### config.mk
export PLATFORM = sky130hd
export DESIGN_NAME = umem_arbiter
export DESIGN_NICKNAME = d
export VERILOG_FILES = /design/src/rtl/umem_arbiter.sv
export SDC_FILE = /design/constraint.sdc
export NUM_CORES = 1
export LEC_CHECK = 0
export ABC_AREA = 1
export BUFFER_PORTS_ARGS = -buffer_cell sky130_fd_sc_hd__buf_2
export CORE_AREA = 4 4 125 127
export CTS_BUF_LIST = sky130_fd_sc_hd__clkbuf_8 sky130_fd_sc_hd__clkbuf_16
export CTS_CLUSTER_DIAMETER = 60
export CTS_CLUSTER_SIZE = 14
export DETAILED_ROUTE_END_ITERATION = 10
export DIE_AREA = 0 0 129 131
export PLACE_DENSITY = 0.65
export SLEW_MARGIN = 10
export SYNTH_ARGS = -nofsm -noshare
export SYNTH_HDL_FRONTEND = slang
export SYNTH_SLANG_ARGS = --single-unit
### constraint.sdc
create_clock -name clk -period 6.3 [get_ports clk]
set_clock_uncertainty 0.1 [all_clocks]
set_input_delay 0.63 -clock clk [delete_from_list [all_inputs] [get_ports clk]]
set_output_delay 0.63 -clock clk [all_outputs]
set_load 0.01 [all_outputs]
### src/rtl/umem_arbiter.sv
// Single-port unified memory arbiter: data-priority grants with bounded
// fetch starvation, one-cycle read response and fetch statistics.
module umem_arbiter #(
    parameter int MAX_STREAK = 4,
    parameter int MEM_AW     = 30
) (
    input  logic              clk,
    input  logic              reset,
    input  logic              if_req,
    input  logic [31:0]       if_addr,
    output logic              if_gnt,
    output logic              if_rvalid,
    output logic [31:0]       if_rdata,
    output logic              if_err,
    input  logic              dm_req,
    input  logic              dm_we,
    input  logic [31:0]       dm_addr,
    input  logic [31:0]       dm_wdata,
    output logic              dm_gnt,
    output logic              dm_rvalid,
    output logic [31:0]       dm_rdata,
    output logic              dm_err,
    output logic              mem_en,
    output logic              mem_we,
    output logic [MEM_AW-1:0] mem_addr,
    output logic [31:0]       mem_wdata,
    input  logic [31:0]       mem_rdata,
    output logic [31:0]       instr_count,
    output logic [31:0]       fetch_stall_count
);

    localparam int SW = $clog2(MAX_STREAK + 1);

    localparam logic [1:0] OWN_NONE = 2'd0;
    localparam logic [1:0] OWN_IF   = 2'd1;
    localparam logic [1:0] OWN_DM   = 2'd2;

    logic [SW-1:0] streak;
    logic [1:0]    owner;
    logic          err_q;
    logic          if_mis;
    logic          dm_mis;
    logic          streak_full;

    assign if_mis      = |if_addr[1:0];
    assign dm_mis      = |dm_addr[1:0];
    assign streak_full = (streak == SW'(MAX_STREAK));

    assign dm_gnt = !reset & dm_req & !(if_req & streak_full);
    assign if_gnt = !reset & if_req & !dm_gnt;

    // Misaligned requests are accepted but never touch the array.
    assign mem_en    = (dm_gnt & !dm_mis) | (if_gnt & !if_mis);
    assign mem_we    = dm_gnt & !dm_mis & dm_we;
    assign mem_addr  = dm_gnt ? dm_addr[MEM_AW+1:2] : if_addr[MEM_AW+1:2];
    assign mem_wdata = dm_wdata;

    // Reset squashes a response already in flight.
    assign if_rvalid = !reset & (owner == OWN_IF);
    assign dm_rvalid = !reset & (owner == OWN_DM);
    assign if_err    = if_rvalid & err_q;
    assign dm_err    = dm_rvalid & err_q;
    assign if_rdata  = (if_rvalid & !err_q) ? mem_rdata : 32'd0;
    assign dm_rdata  = (dm_rvalid & !err_q) ? mem_rdata : 32'd0;

    always_ff @(posedge clk) begin
        if (reset) begin
            streak            <= '0;
            owner             <= OWN_NONE;
            err_q             <= 1'b0;
            instr_count       <= 32'd0;
            fetch_stall_count <= 32'd0;
        end else begin
            if (dm_gnt & if_req)
                streak <= streak + 1'b1;
            else
                streak <= '0;

            unique case (1'b1)
                if_gnt: begin
                    owner <= OWN_IF;
                    err_q <= if_mis;
                end
                dm_gnt & (!dm_we | dm_mis): begin
                    owner <= OWN_DM;
                    err_q <= dm_mis;
                end
                default: begin
                    owner <= OWN_NONE;
                    err_q <= 1'b0;
                end
            endcase

            instr_count <= instr_count + {31'd0, if_rvalid};
            fetch_stall_count <= fetch_stall_count
                               + {31'd0, if_req & !if_gnt};
        end
    end

endmodule

== After elaboration in Yosys (flattened, before gate mapping) ==
Index checks and enable logic that the tools add are counted.
Word-level totals
  register bits after elaboration: 70
Cells by class
  add/sub/neg operators: 3
  eq/ne operators: 3
  muxes and demuxes: 5
  bitwise gates (word level): 20
  reduce and logical (&&, ||, !) cells: 11
Operators by type and width (number)
  $add A32 B1 Y32: 2
  $mux W32: 2
  $mux W30: 1
  $and A1 B1 Y1: 17
  $logic_not A1 Y1: 8
  $reduce_or A2 Y1: 3
  $pmux W2 S2: 1
  $add A3 B1 Y3 const B: 1
  $eq A3 B3 Y1 const B: 1
  $eq A2 B1 Y1 const B: 1
  $eq A2 B2 Y1 const B: 1
  $or A1 B1 Y1: 2
  $pmux W1 S2: 1
  $not A1 Y1: 1

== Logic depth before layout (Yosys ltp) ==
Gate-level depths: netlist (run 1).
  depth after elaboration: 9
  mapped depth: 16
  mapped depth without buffers: 16

== Least setup slack after synthesis (run 1) ==
No wires, ideal clock.
  path type: input to register
  from: input reset
  to: register fetch_stall_count[20]
  setup time: 0.115 ns
  data arrival time: 2.271 ns
  required time: 6.085 ns
  path slack: 3.814 ns
  stages on the path: 15
  path buffers: 1
  cell sequence: buf_4 > nor2_1 > nand2_2 > nand3_1 > inv_1 > nor2_1 > ha_1 > ha_1 > nand2_1 > nor2_4 > nand2_4 > nor2_4 > nand3_1 > nand2_1 > nor2_1
Between the ends
  longest elaborated chain between the ends: 8
  elaborated cells on any way between the ends: 9
Ends and longest elaborated chain
  start, declared: RTL line 8  | input logic reset,
  $logic_not A1 Y1 *: RTL line 49, 50
  $and A1 B1 Y1 (2 in a row): RTL line 49  | assign dm_gnt = !reset & dm_req & !(if_req & streak_full);
  $logic_not A1 Y1: RTL line 50  | assign if_gnt = !reset & if_req & !dm_gnt;
  $and A1 B1 Y1 *: RTL line 50
  net if_gnt: RTL line 11  | output logic if_gnt,
  $logic_not A1 Y1 *: RTL line 96  | + {31'd0, if_req & !if_gnt};
  $and A1 B1 Y1 *: RTL line 96
  $add A32 B1 Y32 *: RTL line 96
  end signal, assigned: RTL line 95  | fetch_stall_count <= fetch_stall_count
  end, declared: RTL line 29  | output logic [31:0] fetch_stall_count
Mark *: on every way through the listed nets, which the timed path passes. The rest lies on a longest branch.
A chain may end at the register's enable or synchronous reset.

== Worst setup path after layout (run 1) ==
  from: input reset
  to: output mem_en
Between the ends
  longest elaborated chain between the ends: 7
  elaborated cells on any way between the ends: 9
Ends and longest elaborated chain
  $logic_not A1 Y1 *: RTL line 49, 50
  $and A1 B1 Y1 (2 in a row): RTL line 49
  $logic_not A1 Y1: RTL line 50
  $and A1 B1 Y1: RTL line 50
  $and A1 B1 Y1: RTL line 53  | assign mem_en = (dm_gnt & !dm_mis) | (if_gnt & !if_mis);
  $or A1 B1 Y1 *: RTL line 53
  end, declared: RTL line 23  | output logic mem_en,
Every way passes the cells marked *; elsewhere a longest branch is shown, timed or not.

==> results.json, run 1 <==
{
  "path_max_fanout": 34,
  "numCtsBuffers": 9,
  "h-tree-depth": 3,
  "synth_cells": 777,
  "die-height_microns": 131,
  "cp.arrival_ps": 2470,
  "gp_congestion": 0.814,
  "rsz0062_at_grt": "false",
  "antenna_found_initial": 1,
  "holdPathStages": 1,
  "dr.pass1.iters": 5,
  "finalMaxSlewViolations": 0,
  "drc_errors": 0,
  "min_period_ps": 3200,
  "crit_type": "primary input to output port",
  "start_util_pct": 32.9,
  "cts_buffer_depth": 2,
  "ys.warnings.count": 0,
  "synthSimpleGateAreaFrac_pct": 47.0,
  "die_area_sq_um": 16900,
  "wire_per_inst_microns": 13.0,
  "placementRows": 44,
  "core_sq_um": 14400,
  "slowest_delay_ps": 470,
  "p_leak_nw": 3.45,
  "synth_edf_count": 0,
  "hold_path_class": "flip-flop to flip-flop",
  "relSlewSlack_pct": 27.1,
  "clk_latency_ps": 330,
  "p_clk_share_pct": 46.0,
  "io_buffers": 266,
  "hold_violations": 0,
  "grt_pass1_wl_microns": 23400,
  "place_area_sq_um": 5970,
  "fmax_ghz": 0.312,
  "finalSetupViolCount": 0,
  "synth_ff_type": "dfxtp_1",
  "combPwrFrac_pct": 12.5,
  "multi_input_area_sq_um": 2680,
  "ys_ff_latch": 70,
  "vias": 5327,
  "ios": 331,
  "ir_worst_vdd_v": 0.0000884,
  "end_kind": "output port",
  "synthArstFlopShare_pct": 0,
  "synth_compound_area_share_pct": 6.02,
  "period_share_pct": 50.8,
  "finalSetupTns_ps": 0,
  "path_cells": "buf_2 -> nor2_1 -> nand2_2 -> inv_2 -> nand2_1 -> nand2_1 -> buf_2",
  "synth_seq_area_share_pct": 29.6,
  "holdCritStartpoint": "streak[0]$_SDFF_PP0_",
  "post-cts-setup-buffers": 0,
  "synth_nets": 917,
  "synthMuxAreaShare_pct": 0,
  "areaGrowthSynthToFinish_pct": 32.1,
  "reg2reg_slack_ps": 3560,
  "seq_area_sq_um": 1400,
  "holdPathEnd": "streak[0]$_SDFF_PP0_",
  "detail-route-antenna-nets": 0,
  "p_seq_share_pct": 41.5,
  "nNetsFinal": 1144,
  "synth_cell_types": 29,
  "synth-adder-area-share_pct": 1.85,
  "r2r-end": "fetch_stall_count[20]$_SDFF_PP0_",
  "grt_usage_pct": 17.3,
  "die_w_microns": 129,
  "drive_above_1_share_pct": 33.1,
  "r2r_cells": 16,
  "grt_pass1_vias": 4780,
  "p_total_w": 0.00108,
  "design_area_sq_um": 6260,
  "grt_overflow_total": 0,
  "syn-cell-area_sq_um": 4740,
  "routed_wl_microns": 15500,
  "n_fill_cell": 1560,
  "internal_power_w": 0.000824,
  "synth_xor_area_share_pct": 1.66,
  "outcome": "completed",
  "cp.required_ps": 5570,
  "cts-resized-gates": 0,
  "cts_root_buffer": "clkbuf_16",
  "viasPerCell": 4.47,
  "p_sw_w": 0.000258,
  "path_clk_slew_ps": 50,
  "tightestPinTransition_ps": 1090,
  "crit_slowest_cell": "nand2_2",
  "ctsHoldBuffers": 0,
  "drt_iter0_drc": 233,
  "grt_max_degree": 46,
  "r2r-start": "streak[0]$_SDFF_PP0_",
  "p_sw_share_pct": 23.8,
  "cts_sinks": 70,
  "avgSynthCellArea_sq_um": 6.10,
  "cts_tree": "done",
  "synth_top_family_by_area": "simple AND/OR/NAND/NOR gates",
  "drv_cap": 0,
  "hpwl_microns": 12900,
  "num_antenna_cells": 0,
  "p_per_area_nw_per_um2": 173,
  "startpoint_type": "primary input"
}
[how the worst max path moves through the flow]
stage                from                          endpoint  slack (ps)  cells after the start
global placement    reset  fetch_stall_count[24]$_SDFF_PP0_        2970                     14
CTS                 reset                            mem_en        3050                      7
finish              reset                            mem_en        3100                      7
detailed placement  reset  fetch_stall_count[12]$_SDFF_PP0_        2910                     14
global route        reset                            mem_en        2850                      7
floorplan           reset  fetch_stall_count[20]$_SDFF_PP0_        3810                     15
[routing by layer]
metal	wire length, microns	GRT usage (%)	vias to the layer above
li1	-	-	2790
met1	6130	20.1	2267
met2	7660	31.9	253
met3	1460	3.94	17
met4	208	4.88	0
met5	0	0	-
[placed cells by master, fill, tap and decap left out, types with 6 or more instances in the layout]
master	count
buf_2	266
nand2_1	220
nor2_1	184
inv_1	80
dfxtp_1	70
a21oi_1	40
nand3_1	34
nor2_4	19
nand2_2	11
clkbuf_16	9
inv_2	8
nor2_2	8
o21ai_0	7
ha_1	7
xor2_1	6
[cell families (layout without fill, tap and decap cells)]
group | Yosys count | in the layout
AOI/OAI and AO/OA | 55 | 55
xor gates and xnor gates | 9 | 9
adders and majority gates | 7 | 7
buffers and inverters | 137 | 367
DFF | 70 | 70
and+or+nand+nor | 499 | 499
[synthesized netlist by cell type (6+ instances only)]
cell type  number  area share (%)
inv_2           8            0.63
buf_4          36             5.7
a21oi_1        40             4.2
buf_2          10             1.1
nor2_2          8             1.1
nand2_1       220              17
dfxtp_1        70              30
ha_1            7             1.8
nor2_1        184              15
o21ai_0         7            0.74
nand2_2        11             1.5
nand3_1        34             3.6
inv_1          78             6.2
xor2_1          6             1.1
nor2_4         19             4.5
[through the flow]
stage / util [%] / hold WS, ps / setup WS (ps) / std cells
finish: 43.4 / 356 / 3100 / 1191
CTS: 43.4 / 363 / 3050 / 1191
floorplan: - / 317 / 3810 / 777
global route: 43.4 / 378 / 2850 / 1191
global placement: 41.4 / 333 / 2970 / 1177
detailed placement: 41.4 / 354 / 2910 / 1177
[registers in the layout, summed over array words and instances, names as in the netlist]
| name | cells |
|---|---|
| streak | 3 |
| err_q | 1 |
| owner | 2 |
| fetch_stall_count | 32 |
| instr_count | 32 |
[cell type report]
class | count | area share, %
inverters | 86 | 5.15
repair buffers | 267 | 21.4
well taps | 184 | 3.68
clock buffers | 11 | 4.04
multi-input cells | 570 | 42.8
flip-flops and latches | 70 | 22.4
clock inverters | 3 | 0.599
[power by group through the flow]
stage	clock network, W	logic (W)	registers, W
after floorplan	0	0.0000897	0.000459
after global placement	0	0.000138	0.000458
after detailed placement	0	0.000138	0.000459
after CTS	0.000511	0.000139	0.000449
after global routing	0.000530	0.000153	0.000449
final	0.000497	0.000135	0.000449
[worst max-delay path: cells and delay by family]
family	cells	cell delay (ps)
buf+inv	3	970
simple gates	4	830
Power figures use the tool's default switching activity.
==> inputs of run 2 (changes only) <==
- PLACE_DENSITY: 0.65 -> 0.68
- clock period: 6.3 -> 2.7 ns (I/O delays scaled with it)
==> run 2 against run 1 <==
  * Via count increased by 2.0%
  * Global-route usage is 0.54 points higher
  * Worst setup slack lost 2900 ps
  * First-iteration DRC count rose by 0.86%
  * Largest power group unchanged
  * Highest routed layer unchanged
==> results.json, run 2 (synthesis gave the netlist of run 1 again) <==
{
  "io_buffers": 266,
  "r2r_cells": 16,
  "die_area_sq_um": 16900,
  "cts_buffer_depth": 2,
  "whs_ps": 28.8,
  "crit_type": "flip-flop to output port",
  "post-route-util_pct": 43.7,
  "n_fill_cell": 1587,
  "cts_sinks": 70,
  "cp.depth": 9,
  "finalSetupTns_ps": 0,
  "dr.pass1.iters": 4,
  "crit_slowest_cell": "inv_2",
  "cp.arrival_ps": 2160,
  "end_kind": "output port",
  "post-cts-setup-buffers": 0,
  "drc_errors": 0,
  "routed_wl_microns": 16200,
  "drive_above_1_share_pct": 33.6,
  "grt_usage_pct": 17.9,
  "detail-route-antenna-nets": 0,
  "outcome": "completed",
  "finalMaxSlewViolations": 0,
  "holdPathStages": 2,
  "antenna_found_initial": 0,
  "tightestPinTransition_ps": 511,
  "hold_path_class": "primary input to flip-flop",
  "placed_cells": 1181,
  "cts_root_buffer": "clkbuf_16",
  "cts-resized-gates": 0,
  "clk_latency_ps": 340,
  "path_max_fanout": 34,
  "h-tree-depth": 3,
  "critPathTopFamily": "buffers and inverters",
  "die-height_microns": 131,
  "relSlewSlack_pct": 65.9,
  "path_clk_slew_ps": 60,
  "final_cells": 1197,
  "layout_commonest_cell": "buf_2",
  "cts_tree": "done",
  "cp.required_ps": 2330,
  "slowest_delay_ps": 420,
  "place_area_sq_um": 6010,
  "path_buf_inv": 4,
  "nNetsFinal": 1148,
  "finalSetupViolCount": 0,
  "core_sq_um": 14400,
  "wire_per_inst_microns": 13.6,
  "top_regs": "fetch_stall_count: 32 flops, instr_count: 32 flops, streak: 3 flops",
  "grt_pass1_vias": 4926,
  "vias": 5432,
  "p_per_area_nw_per_um2": 403,
  "grt_pass1_wl_microns": 24200,
  "gp_congestion": 0.909,
  "final_cell_mix": "buf_2 (266), nand2_1 (220), nor2_1 (184)",
  "hpwl_microns": 13600,
  "numCtsBuffers": 9,
  "areaGrowthSynthToFinish_pct": 33.0,
  "period_share_pct": 93.6,
  "rsz0062_at_grt": "false",
  "grt_max_degree": 45,
  "die_w_microns": 129,
  "startpoint_type": "flip-flop",
  "hold_violations": 0,
  "design_area_sq_um": 6310,
  "ios": 331,
  "viasPerCell": 4.54,
  "crit_path_frequent_cell": "nand2_1",
  "min_period_ps": 2530,
  "ir_worst_vdd_v": 0.000354,
  "path_cells": "inv_1 -> ha_1 -> nand3_1 -> nand2_2 -> buf_4 -> inv_2 -> nand2_1 -> nand2_1 -> buf_2",
  "drt_iter0_drc": 235,
  "p_leak_nw": 3.47,
  "num_antenna_cells": 0,
  "start_util_pct": 32.9,
  "placementRows": 44,
  "drv_cap": 0,
  "grt_overflow_total": 0,
  "fmax_ghz": 0.396,
  "ctsHoldBuffers": 0
}
-- run 2: cell types whose count changed in the layout (fill, tap and decap cells not counted), sizes merged --
| cell | previous run | this run |
|---|---|---|
| buf | 267 | 271 |
| inv | 88 | 87 |
| clkinv | 0 | 5 |
| clkbuf | 11 | 9 |
-- run 2: final timing paths --
kind / startpoint / endpoint / slack (ps)
worst max register to register: streak[0]$_SDFF_PP0_ / fetch_stall_count[24]$_SDFF_PP0_ / 410
worst max-delay path: streak[0]$_SDFF_PP0_ / mem_en / 170
worst min-delay path: dm_we / owner[1]$_SDFF_PP0_ / 30
worst min register to register: streak[0]$_SDFF_PP0_ / streak[0]$_SDFF_PP0_ / 350
-- run 2: worst register-to-register path: stages (launching register included) --
cell     delay (ps)
dfxtp_1         350
inv_1            50
ha_1            180
nand3_1         100
nand2_2          60
nand3_1          80
inv_1            60
nor2_1          130
ha_1            160
ha_1            150
nand2_1         100
nor2_4          170
nand2_4         120
nor2_4          180
nand3_1          90
nand2_1          60
nor2_1           40
-- run 2: final cells by class --
cell class                 count  area (sq um)  area share [%]
clock buffer                   9           225            3.57
clock inverter                 7          66.3            1.05
inverter                      86           323            5.12
multi-input combinational    570          2680            42.5
sequential                    70          1400            22.2
tap                          184           230            3.65
timing repair buffer         271          1380            21.9
-- run 2: per-layer routing --
| metal | global-route usage (%) | vias up | wire (microns) |
|---|---|---|---|
| met4 | 4.63 | 0 | 168 |
| met5 | 0 | - | 0 |
| li1 | - | 2797 | - |
| met2 | 33.9 | 277 | 8160 |
| met1 | 19.9 | 2344 | 6270 |
| met3 | 4.43 | 14 | 1620 |
-- run 2: stage by stage --
| step | setup slack (ps) | power, W |
|---|---|---|
| floorplan | 504 | 0.00128 |
| global route | 27.6 | 0.00265 |
| detailed placement | 389 | 0.00140 |
| finish | 174 | 0.00254 |
| global placement | 465 | 0.00140 |
| CTS | 143 | 0.00257 |
-- run 2: power breakdown --
group          switching [W]  internal [W]  leakage (nW)
Clock               0.000457      0.000710         0.150
Combinational       0.000190      0.000137          2.76
Sequential        0.00000602       0.00104         0.565
==> inputs of run 3 (changes only) <==
- ABC_AREA: 1 -> unset
- CORE_AREA: 4 4 125 127 -> 4 4 128 130
- DIE_AREA: 0 0 129 131 -> 0 0 132 134
- PLACE_DENSITY: 0.68 -> 0.62
==> run 3 against run 2 <==
  * Sequential share of layout area increased by 0.65 points
  * Utilization shrank 3.2 points
  * Die area up 4.7%
  * Maximum frequency barely moved
  * Highest routed layer is now met5
==> results.json, run 3 <==
{
  "cp.arrival_ps": 2700,
  "synth.top_cells.by_count": "nand2_1 (110), dfxtp_1 (70), and2_1 (68), a21oi_1 (33), nor2_1 (33)",
  "layout_commonest_cell": "buf_2",
  "die_w_microns": 132,
  "synth_top_area_share_pct": 32.2,
  "finalSetupViolCount": 0,
  "synth_edf_count": 0,
  "ys.warnings.count": 0,
  "synth_xor_area_share_pct": 4.83,
  "synthArstFlopShare_pct": 0,
  "p_per_area_nw_per_um2": 466,
  "routed_wl_microns": 17100,
  "ios": 331,
  "num_antenna_cells": 0,
  "hpwl_microns": 14300,
  "cts_sinks": 70,
  "nNetsFinal": 957,
  "grt_pass1_vias": 4463,
  "fmax_ghz": 0.396,
  "period_share_pct": 93.6,
  "synth_ff_type": "dfxtp_1",
  "numCtsBuffers": 9,
  "grt_usage_pct": 18.6,
  "crit_slowest_cell": "or4_1",
  "drive_above_1_share_pct": 39.7,
  "synth_cell_types": 38,
  "outcome": "completed",
  "die_area_sq_um": 17700,
  "yosys-top-cells-area": "dfxtp_1 (32%), and2_1 (9.8%), nand2_1 (9.5%), buf_4 (5.5%), a21oi_1 (3.8%)",
  "vias": 4828,
  "syn-cell-area_sq_um": 4360,
  "synth.most_common_cell": "nand2_1",
  "synth_nets": 725,
  "final_cell_mix": "buf_2 (266), nand2_1 (110), dfxtp_1 (68)",
  "path_max_fanout": 10,
  "whs_ps": 26.5,
  "rsz0062_at_grt": "false",
  "path_clk_slew_ps": 60,
  "placementRows": 45,
  "post-route-util_pct": 40.5,
  "p_leak_nw": 3.01,
  "p_seq_share_pct": 36.7,
  "clk_latency_ps": 340,
  "crit_type": "flip-flop to flip-flop",
  "drc_errors": 0,
  "synth_compound_area_share_pct": 8.79,
  "gp_congestion": 0.799,
  "finalMaxSlewViolations": 0,
  "cts_root_buffer": "clkbuf_16",
  "io_buffers": 266,
  "p_clk_share_pct": 52.4,
  "hold_path_class": "primary input to flip-flop",
  "synth_top_area_cell": "dfxtp_1",
  "grt_max_degree": 40,
  "die-height_microns": 134,
  "grt_pass1_wl_microns": 25600,
  "ctsHoldBuffers": 0,
  "min_period_ps": 2530,
  "combPwrFrac_pct": 10.9,
  "viasPerCell": 4.78,
  "internal_power_w": 0.00223,
  "p_sw_share_pct": 22.1,
  "ys_ff_latch": 70,
  "finalSetupTns_ps": 0,
  "synth_top_family_by_area": "simple AND/OR/NAND/NOR gates",
  "ir_worst_vdd_v": 0.000372,
  "post-cts-setup-buffers": 0,
  "path_cells": "inv_2 -> ha_4 -> nand3_2 -> nand3b_1 -> nand3b_1 -> and2_4 -> ha_4 -> ha_4 -> nand4_4 -> or3_4 -> or4_1 -> a21oi_1",
  "wire_per_inst_microns": 17.0,
  "avgSynthCellArea_sq_um": 7.45,
  "top_regs": "fetch_stall_count: 32 flops, instr_count: 32 flops, streak: 3 flops",
  "startpoint_type": "flip-flop",
  "areaGrowthSynthToFinish_pct": 40.9,
  "detail-route-antenna-nets": 0,
  "grt_overflow_total": 0,
  "h-tree-depth": 3,
  "dr.pass1.iters": 5,
  "tightestPinTransition_ps": 628,
  "critPathTopFamily": "simple AND/OR/NAND/NOR gates",
  "cts_buffer_depth": 2,
  "drt_iter0_drc": 364,
  "antenna_found_initial": 1,
  "drv_cap": 0,
  "end_kind": "flip-flop",
  "slowest_delay_ps": 520,
  "start_util_pct": 28.8,
  "core_sq_um": 15100,
  "hold_violations": 0,
  "cp.required_ps": 2870,
  "relSlewSlack_pct": 58.1,
  "synthMuxAreaShare_pct": 1.29,
  "p_sw_w": 0.000632,
  "synth_seq_area_share_pct": 32.2,
  "synth_cells": 585,
  "synthSimpleGateAreaFrac_pct": 41.1,
  "synth-adder-area-share_pct": 2.01,
  "cts_tree": "done",
  "crit_path_frequent_cell": "ha_4",
  "path_buf_inv": 1
}
[run 3: changes by cell type after synthesis, sizes merged, moves of 8 or more]
| cell | change |
|---|---|
| nand4 | +19 |
| inv | -73 |
| nand3 | -15 |
| nor4 | +9 |
| or4 | +22 |
| and2 | +64 |
| nor2 | -180 |
| nand2 | -125 |
| buf | -8 |
| xnor2 | +13 |
| or3 | +20 |
| nor2b | +11 |
| clkbuf | +20 |
| o31ai | +17 |
[run 3: kinds of logic (layout without fill, tap and decap cells)]
family                     after synthesis  in the layout
xor gates and xnor gates                24             24
muxes                                    5              5
AOI/OAI and AO/OA                       67             67
and+or+nand+nor                        335            335
buffers and inverters                   77            314
DFF                                     70             70
adders and majority gates                7              7
[run 3: path summary, 6_finish.rpt]
path	start	cells after the start	endpoint	slack, ps
setup / recovery	streak[0]$_SDFF_PP0_	12	fetch_stall_count[22]$_SDFF_PP0_	170
hold / removal	dm_we	2	owner[1]$_SDFF_PP0_	30
setup reg to reg	streak[0]$_SDFF_PP0_	12	fetch_stall_count[22]$_SDFF_PP0_	170
hold reg to reg	streak[0]$_SDFF_PP0_	1	streak[0]$_SDFF_PP0_	320
[run 3: cell type report]
cell class	count	area, sq um
Timing Repair Buffer	284	1470
Tap cell	188	235
Sequential cell	70	1400
Multi-Input combinational cell	438	2600
Fill cell	1617	9010
Inverter	14	52.6
Clock buffer	11	253
Clock inverter	5	129
[run 3: through the flow]
step | area (sq um) | setup slack, ps | total power, W | cells
after detailed placement | 5740 | 55.9 | 0.00139 | 994
after global routing | 6140 | 1.98 | 0.00299 | 1010
after CTS | 6120 | 36.1 | 0.00291 | 1010
after floorplan | 4420 | -61.4 | 0.00126 | 585
final | 6140 | 173 | 0.00286 | 1010
after global placement | 5740 | 119 | 0.00139 | 994
[run 3: power by group through the flow]
stage | logic, W | clock network [W] | registers [W]
6_report | 0.000312 | 0.00150 | 0.00105
5_1_grt | 0.000348 | 0.00159 | 0.00105
4_1_cts | 0.000317 | 0.00154 | 0.00105
3_5_place_dp | 0.000316 | 0 | 0.00107
3_3_place_gp | 0.000315 | 0 | 0.00107
2_1_floorplan | 0.000183 | 0 | 0.00107
[run 3: what timing repair did]
action | CTS | global route
endpoints found under the setup margin | 0 | 10
endpoints found under the hold margin | 0 | 0
resized for setup | 0 | 3
[run 3: per-layer routing]
layer	share of wire (%)	track usage (%)
met1	39	21.6
met2	46	29.1
met3	13	11.0
met4	1.5	4.90
met5	0.12	0
